===== src/rtl/node_inject_queue_pkg.sv =====
// Shared types for the node injection path: crossbar packet and the un-stamped node request.
package node_inject_queue_pkg;

    localparam int unsigned ADDR_W = 48;
    // Node-ID field width of the network packet; sized for up to 8 nodes so an
    // out-of-range destination can still be carried and observed downstream.
    localparam int unsigned ID_W   = 3;

    typedef struct packed {
        logic [ID_W-1:0]   src;
        logic [ID_W-1:0]   dest;
        logic [ADDR_W-1:0] memoryAddress;
    } pkt_t;

    typedef struct packed {
        logic [ID_W-1:0]   dest;
        logic [ADDR_W-1:0] memoryAddress;
    } inject_req_t;

    function automatic pkt_t stamp_pkt(input logic [ID_W-1:0] src, input inject_req_t req);
        pkt_t p;
        p.src           = src;
        p.dest          = req.dest;
        p.memoryAddress = req.memoryAddress;
        return p;
    endfunction

endpackage


===== src/rtl/node_inject_queue_fifo.sv =====
// Circular-buffer FIFO; full/empty are derived from the entry count, not the pointers.
module node_inject_queue_fifo #(
    parameter type         T     = logic [7:0],
    parameter int unsigned DEPTH = 8
) (
    input  logic                       i_clk,
    input  logic                       i_rst_l,
    input  logic                       i_push,
    input  T                           i_data,
    input  logic                       i_pop,
    output T                           o_head,
    output logic                       o_full,
    output logic                       o_empty,
    output logic [$clog2(DEPTH):0]     o_count,
    output logic [$clog2(DEPTH):0]     o_count_next
);

    localparam int unsigned PTR_W = $clog2(DEPTH);
    localparam int unsigned CNT_W = PTR_W + 1;

    T                 r_mem [DEPTH];
    logic [PTR_W-1:0] r_wr_ptr;
    logic [PTR_W-1:0] r_rd_ptr;
    logic [CNT_W-1:0] r_count;
    logic [CNT_W-1:0] w_count_next;
    logic             w_push;
    logic             w_pop;

    assign o_full  = (r_count == CNT_W'(DEPTH));
    assign o_empty = (r_count == '0);
    // Requests against a full or empty queue are simply not performed.
    assign w_push  = i_push && !o_full;
    assign w_pop   = i_pop && !o_empty;

    always_comb begin
        w_count_next = r_count;
        if (w_push && !w_pop) begin
            w_count_next = r_count + CNT_W'(1);
        end else if (!w_push && w_pop) begin
            w_count_next = r_count - CNT_W'(1);
        end
    end

    always_ff @(posedge i_clk or negedge i_rst_l) begin
        if (!i_rst_l) begin
            r_wr_ptr <= '0;
            r_rd_ptr <= '0;
            r_count  <= '0;
        end else begin
            if (w_push) begin
                r_wr_ptr <= r_wr_ptr + PTR_W'(1);
            end
            if (w_pop) begin
                r_rd_ptr <= r_rd_ptr + PTR_W'(1);
            end
            r_count <= w_count_next;
        end
    end

    always_ff @(posedge i_clk) begin
        if (w_push) begin
            r_mem[r_wr_ptr] <= i_data;
        end
    end

    assign o_head       = r_mem[r_rd_ptr];
    assign o_count      = r_count;
    assign o_count_next = w_count_next;

endmodule


===== src/rtl/node_inject_queue.sv =====
// Per-node injection buffer in front of the crossbar: queues node requests, stamps the source
// ID, holds the head until the crossbar takes it, and tracks occupancy and error conditions.
module node_inject_queue
    import node_inject_queue_pkg::*;
#(
    parameter int unsigned NUM_PROC = 4,
    parameter int unsigned NODE_ID  = 0,
    parameter int unsigned DEPTH    = 8,
    parameter int unsigned CNT_W    = $clog2(DEPTH) + 1
) (
    input  logic              i_clk,
    input  logic              i_rst_l,
    input  logic              i_enq_valid,
    input  logic [ID_W-1:0]   i_enq_dest,
    input  logic [ADDR_W-1:0] i_enq_addr,
    output logic              o_enq_ready,
    output pkt_t              o_pkt_out,
    output logic              o_pkt_valid,
    input  logic              i_pkt_taken,
    output logic [CNT_W-1:0]  o_occupancy,
    output logic [CNT_W-1:0]  o_high_water,
    output logic              o_err_underflow,
    output logic              o_err_bad_dest
);

    inject_req_t      w_enq_req;
    inject_req_t      w_head_req;
    logic             w_full;
    logic             w_empty;
    logic             w_enq_fire;
    logic [CNT_W-1:0] w_count;
    logic [CNT_W-1:0] w_count_next;
    logic [CNT_W-1:0] r_high_water;
    logic             r_err_underflow;
    logic             r_err_bad_dest;

    assign w_enq_req.dest          = i_enq_dest;
    assign w_enq_req.memoryAddress = i_enq_addr;
    assign w_enq_fire              = i_enq_valid && !w_full;

    node_inject_queue_fifo #(
        .T     (inject_req_t),
        .DEPTH (DEPTH)
    ) u_fifo (
        .i_clk        (i_clk),
        .i_rst_l      (i_rst_l),
        .i_push       (i_enq_valid),
        .i_data       (w_enq_req),
        .i_pop        (i_pkt_taken),
        .o_head       (w_head_req),
        .o_full       (w_full),
        .o_empty      (w_empty),
        .o_count      (w_count),
        .o_count_next (w_count_next)
    );

    always_ff @(posedge i_clk or negedge i_rst_l) begin
        if (!i_rst_l) begin
            r_high_water    <= '0;
            r_err_underflow <= 1'b0;
            r_err_bad_dest  <= 1'b0;
        end else begin
            if (w_count_next > r_high_water) begin
                r_high_water <= w_count_next;
            end
            if (i_pkt_taken && w_empty) begin
                r_err_underflow <= 1'b1;
            end
            if (w_enq_fire && (32'(i_enq_dest) >= NUM_PROC)) begin
                r_err_bad_dest <= 1'b1;
            end
        end
    end

    // Gating on occupancy keeps unwritten storage off the crossbar and zeroes the bus in reset.
    assign o_pkt_valid     = !w_empty;
    assign o_pkt_out       = o_pkt_valid ? stamp_pkt(ID_W'(NODE_ID), w_head_req) : '0;
    assign o_enq_ready     = !w_full;
    assign o_occupancy     = w_count;
    assign o_high_water    = r_high_water;
    assign o_err_underflow = r_err_underflow;
    assign o_err_bad_dest  = r_err_bad_dest;

endmodule


===== config.mk =====
export PLATFORM = sky130hd
export DESIGN_NAME = node_inject_queue
export DESIGN_NICKNAME = d
export VERILOG_FILES = /design/src/rtl/node_inject_queue_pkg.sv /design/src/rtl/node_inject_queue_fifo.sv /design/src/rtl/node_inject_queue.sv
export SDC_FILE = /design/constraint.sdc
export NUM_CORES = 1
export LEC_CHECK = 0
export ABC_AREA = 1
export CAP_MARGIN = 25
export CORE_ASPECT_RATIO = 1.2
export CORE_MARGIN = 2
export CORE_UTILIZATION = 33
export CTS_CLUSTER_DIAMETER = 30
export DETAILED_ROUTE_END_ITERATION = 16
export HOLD_SLACK_MARGIN = 0.05
export PLACE_DENSITY = 0.55
export SYNTH_ARGS = -nofsm -noshare
export SYNTH_HDL_FRONTEND = slang
export SYNTH_SLANG_ARGS = --single-unit

===== constraint.sdc =====
create_clock -name i_clk -period 5.9 [get_ports i_clk]
set_input_delay 1.77 -clock i_clk [delete_from_list [all_inputs] [get_ports i_clk]]
set_output_delay 1.77 -clock i_clk [all_outputs]
set_load 0.01 [all_outputs]

== Yosys cells after proc, flatten, opt, wreduce, memory -nomap -nowiden ==
Memory sizes are Yosys's and may differ from the RTL's.
Cells that the tools add are included.

* Output and inout port bits: 66
* RAM bits: 408
* Register bits: 16
* Input port bits: 55
* Memories kept: 1
* Word-level logic and storage cells: 30

{| class="wikitable"
|+ Memories
! name !! words !! bits a word !! read ports !! clocked after memory_dff !! wr ports !! line !! source
|-
| u_fifo.r_mem || 8 || 51 || 1 || 0 || 1 || node_inject_queue_fifo.sv:21 || <nowiki>T r_mem [DEPTH];</nowiki>
|}

* Multiplexer cells: 5
* $add $sub $neg: 4
* Order comparisons: 2
* Reduce and logical (&&, ||, !) cells: 11
* Eq/ne operators: 1

{| class="wikitable"
|+ Operator list
! cell !! number
|-
| 51-bit two-way mux || 1
|-
| 4-bit two-way mux || 2
|-
| 3-bit by 1-bit adder with 3-bit output, second input constant || 2
|-
| 1-bit logical AND || 6
|-
| 4-bit by 1-bit adder with 4-bit output, second input constant || 1
|-
| 4-bit == test, second input constant || 1
|-
| 4-bit > comparator || 1
|-
| 1-bit zero test || 4
|-
| 4-bit zero test || 1
|-
| 4-bit by 1-bit subtractor with 4-bit output, second input constant || 1
|-
| 3-bit >= comparator, second input constant || 1
|-
| 1-bit two-way mux || 2
|}

== Longest topological paths before layout ==
* Depth after elaboration: 8
* Depth in mapped cells: 20
* Mapped depth without buffers: 20

== Hierarchy ==
From an unflattened synthesis, not the netlist that was laid out.

* Cells, all modules: 1388
* Area, all modules: 17113.9 um^2

{| class="wikitable"
|+ By module, submodules not included
! module !! sequential area each (um^2) !! area an instance (um^2) !! instances !! cells an instance
|-
| node_inject_queue_fifo || 12502.0 || 16331.9 || 1 || 1235
|-
| node_inject_queue || 150.1 || 782.0 || 1 || 153
|}

== Worst setup path after synthesis ==
No wires, ideal clock.

* Kind: input to register
* Start: input port i_enq_valid
* End: memory u_fifo.r_mem[1][0] (netlist name), enable pin
* Path buffers: 0
* Setup time: 0.460 ns
* Stages on the path: 4
* Slack: 1.044 ns
* Arrival: 4.396 ns
* Required time: 5.440 ns
* Cell sequence: inv_1 > nor2_2 > nand2_1 > nor2_1

* Cells in the longest elaborated chain, start to end: 3

{| class="wikitable"
|+ RTL lines
! item !! line !! source
|-
| from (decl) || node_inject_queue.sv:13 || <nowiki>input logic i_enq_valid,</nowiki>
|-
| 1-bit logical AND || node_inject_queue_fifo.sv:32 || <nowiki>assign w_push = i_push && !o_full;</nowiki>
|-
| 1-bit two-way mux || node_inject_queue_fifo.sv:61 || <nowiki>if (w_push) begin</nowiki>
|-
| 1-bit two-way mux (not written as such) || node_inject_queue_fifo.sv:62 || <nowiki>r_mem[r_wr_ptr] <= i_data;</nowiki>
|-
| to (decl) || node_inject_queue_fifo.sv:21 ||
|}

No other way between the ends.

==> reports/summary.txt <==
Run status: finished clean
Synth Cell Area: 16980 um2
Clock transition at path regs: 0.05 ns
Setup crit start: u_fifo.r_rd_ptr[0]$_DFFE_PN0P_
Most common cell after layout, fill and taps aside: edfxtp_1
GRT overflow: 0
Rows: 91
1st-pass router iterations: 5
Largest net degree at the start of global routing: 106
Boundary Pins: 121
Crit-path leading delay family: buffers and inverters
Setup TNS: 0 ns
CTS tree: yes
DRC viols: 0
Die area: 53280 um2
Worst clock skew: 0.01855 ns
WL per Instance: 18.90 um
Worst ir drop on vdd: 0.0002706 V
Max_slew headroom: 34.01%
Total power: 12.75 mW
H-tree levels: 3
Crit path largest cell delay: 0.75 ns
Critical R2R Launch: u_fifo.o_count[0]$_DFF_PN0_
Placer Congestion: 0.7182
DIE HEIGHT: 252.5 um
Global-route wire length before repair: 62330 um
Antenna-violating nets left: 0
Critical path class: flip-flop to output port
Max-cap viol count: 0
Yosys cell types: 33
CP Max Fanout: 68
Number of cells on the critical path: 8
Synthesized flop and latch total: 424
Leakage: 7.540 nW
Register area share after synthesis: 74.53%
Most frequent cells in the layout: 408 x edfxtp_1, 309 x nor2_1, 207 x o21ai_0
Pwr/cell area: 584.4 nW/um2
Vias per cell: 4.863
FMAX: 188.7 MHz
Hold Fails Final Rpt: 0
# clock sinks: 424
Setup Viol. Count Final: 0
Nets: 1498
Multi-input gate area: 3829 um2
Clock Latency Late Sink: 0.60 ns
Post-layout min period: 5.299 ns
Initial antenna violation count: 6
FF/Latch Area: 12660 um2
Initial drt markers: 741
Reg-to-reg setup timing slack: 2.35 ns
Hold Crit Class: flip-flop to flip-flop
Worst r2r dst: o_high_water[2]$_DFFE_PN0N_
Crit-path most repeated cell: nor2_1
Crit path to: o_pkt_out[3]
Total track usage: 15.45%
DR vias: 10520
Port-buffer cells: 117
Area growth syn-to-layout: 28.55%
Total setup buffers inserted after CTS: 0
PostCTS Resize Cnt: 0
Number of global-route vias before repair: 10920
Unrepaired setup endpoints after global routing: false
Ys Warns: 0
Utilization after layout: 42.68%
Crit path cell chain: buf_4, nor2_1, nor2_1, o21ai_0, o21ai_1, o21ai_0, nor2_1, clkdlybuf4s50_1
Reg2Reg Depth: 19
Share of layout cells above drive strength 1: 12.72%
Critical path's slowest cell: buf_4
Core area: 51120 um2
Syn Area/Cell: 13.24 um2
Slew Limit Fails: 0
Final period util: 89.81%
Req. time, crit path: 4.13 ns
Clk buf depth: 3
Critical path startpoint category: flip-flop
CP Capture Type: output port
Total Wirelength: 40870 um
Post-Syn Instances: 1282
Die X: 211.0 um
CTS Hold Bufs: 0
Initial Utilization: 33.20%
Buf/Inv on CP: 2
Root Driver: clkbuf_16
CP arrival: 3.53 ns
Cts bufs inserted: 90
Fillers: 4596
Hold path depth: 1
Worst Tran Pin Value: 0.9899 ns
Post-DP HPWL: 20540 um
state kept, by name, indices dropped and copies added, names as in the netlist:
signal,flops
u_fifo.r_wr_ptr,3
u_fifo.o_count,4
o_high_water,4
o_err_bad_dest,1
o_err_underflow,1
u_fifo.r_rd_ptr,3
u_fifo.r_mem,408
routing by layer:
| metal | vias to the layer above | share of wire, % | routed length (um) | GRT usage [%] |
|---|---|---|---|---|
| li1 | 5014 | - | - | - |
| met3 | 67 | 4.9 | 2011 | 3.728 |
| met4 | 4 | 2.1 | 876 | 6.881 |
| met5 | - | 0.056 | 23 | 0 |
| met1 | 5181 | 43 | 17540 | 18.80 |
| met2 | 253 | 50 | 20420 | 26.02 |
Yosys cell counts:
cell type | instances | share of area [%]
o22ai_1 | 51 | 1.9
dfrtp_1 | 16 | 2.4
mux2i_1 | 51 | 3.0
nand3b_1 | 1 | 0.044
edfxtp_1 | 408 | 72
buf_12 | 6 | 0.71
a31o_2 | 1 | 0.052
nor2_4 | 1 | 0.066
buf_6 | 4 | 0.27
o21ai_1 | 50 | 1.5
nand4_1 | 2 | 0.074
nand2_1 | 41 | 0.91
nor2_1 | 317 | 7.0
ha_1 | 8 | 0.59
inv_1 | 19 | 0.42
conb_1 | 1 | 0.022
clkbuf_1 | 45 | 1.0
nor2_2 | 2 | 0.074
inv_4 | 1 | 0.037
and3_1 | 1 | 0.037
nand2_2 | 1 | 0.037
inv_2 | 1 | 0.022
nand3_1 | 7 | 0.21
nand2_4 | 1 | 0.066
o21ai_0 | 207 | 6.1
a21oi_1 | 5 | 0.15
xor2_1 | 4 | 0.21
buf_2 | 9 | 0.27
nor3_1 | 1 | 0.029
buf_1 | 7 | 0.15
buf_4 | 10 | 0.44
o21bai_1 | 2 | 0.088
or2_2 | 1 | 0.037
cells by family (layout without fill, tap and decap cells):
logic type	count (synthesis)	in the layout	share of synthesized area (%)
adders and majority gates	8	8	0.5897
xor gates and xnor gates	4	4	0.2064
muxes	51	51	3.007
buffers and inverters	102	327	3.310
DFF	424	424	74.53
other	1	6	0.02209
and+or+nand+nor	376	376	8.587
AOI/OAI and AO/OA	316	316	9.744
stage by stage:
step / hold slack, ns / instances / setup slack, ns / cell area (um2)
6_report: 0.4681 / 2163 / 0.6012 / 21820
5_1_grt: 0.4869 / 2163 / 0.3128 / 21820
4_1_cts: 0.4743 / 2160 / 0.5082 / 21810
3_5_place_dp: 0.4590 / 1994 / 1.173 / 18790
3_3_place_gp: 0.4555 / 1994 / 1.111 / 18790
2_1_floorplan: 0.4925 / 1284 / 1.044 / 16980
worst min-delay path by stage:
stage	startpoint	endpoint
detailed placement	o_err_bad_dest$_DFFE_PN0P_	o_err_bad_dest$_DFFE_PN0P_
floorplan	u_fifo.r_wr_ptr[0]$_DFFE_PN0P_	u_fifo.r_wr_ptr[0]$_DFFE_PN0P_
CTS	o_err_bad_dest$_DFFE_PN0P_	o_err_bad_dest$_DFFE_PN0P_
global placement	o_err_bad_dest$_DFFE_PN0P_	o_err_bad_dest$_DFFE_PN0P_
finish	o_err_bad_dest$_DFFE_PN0P_	o_err_bad_dest$_DFFE_PN0P_
global route	o_err_bad_dest$_DFFE_PN0P_	o_err_bad_dest$_DFFE_PN0P_
area by class of cell:
cell class	instances	area share [%]
Clock buffer	103	10.73
Tap cell	651	3.733
Antenna cell	3	0.03440
Inverter	21	0.3727
Multi-Input combinational cell	758	17.55
Timing Repair Buffer	140	6.445
Clock inverter	63	3.114
Sequential cell	424	58.02
where the power goes:
part	total, mW	switching, mW	leakage [nW]	internal, mW
Clock	4.91	1.62	1.45	3.29
Combinational	3.81	2.30	2.21	1.52
Sequential	4.03	0.241	3.88	3.79
Total	12.8	4.16	7.54	8.60
(Power assumes the default switching activity.)
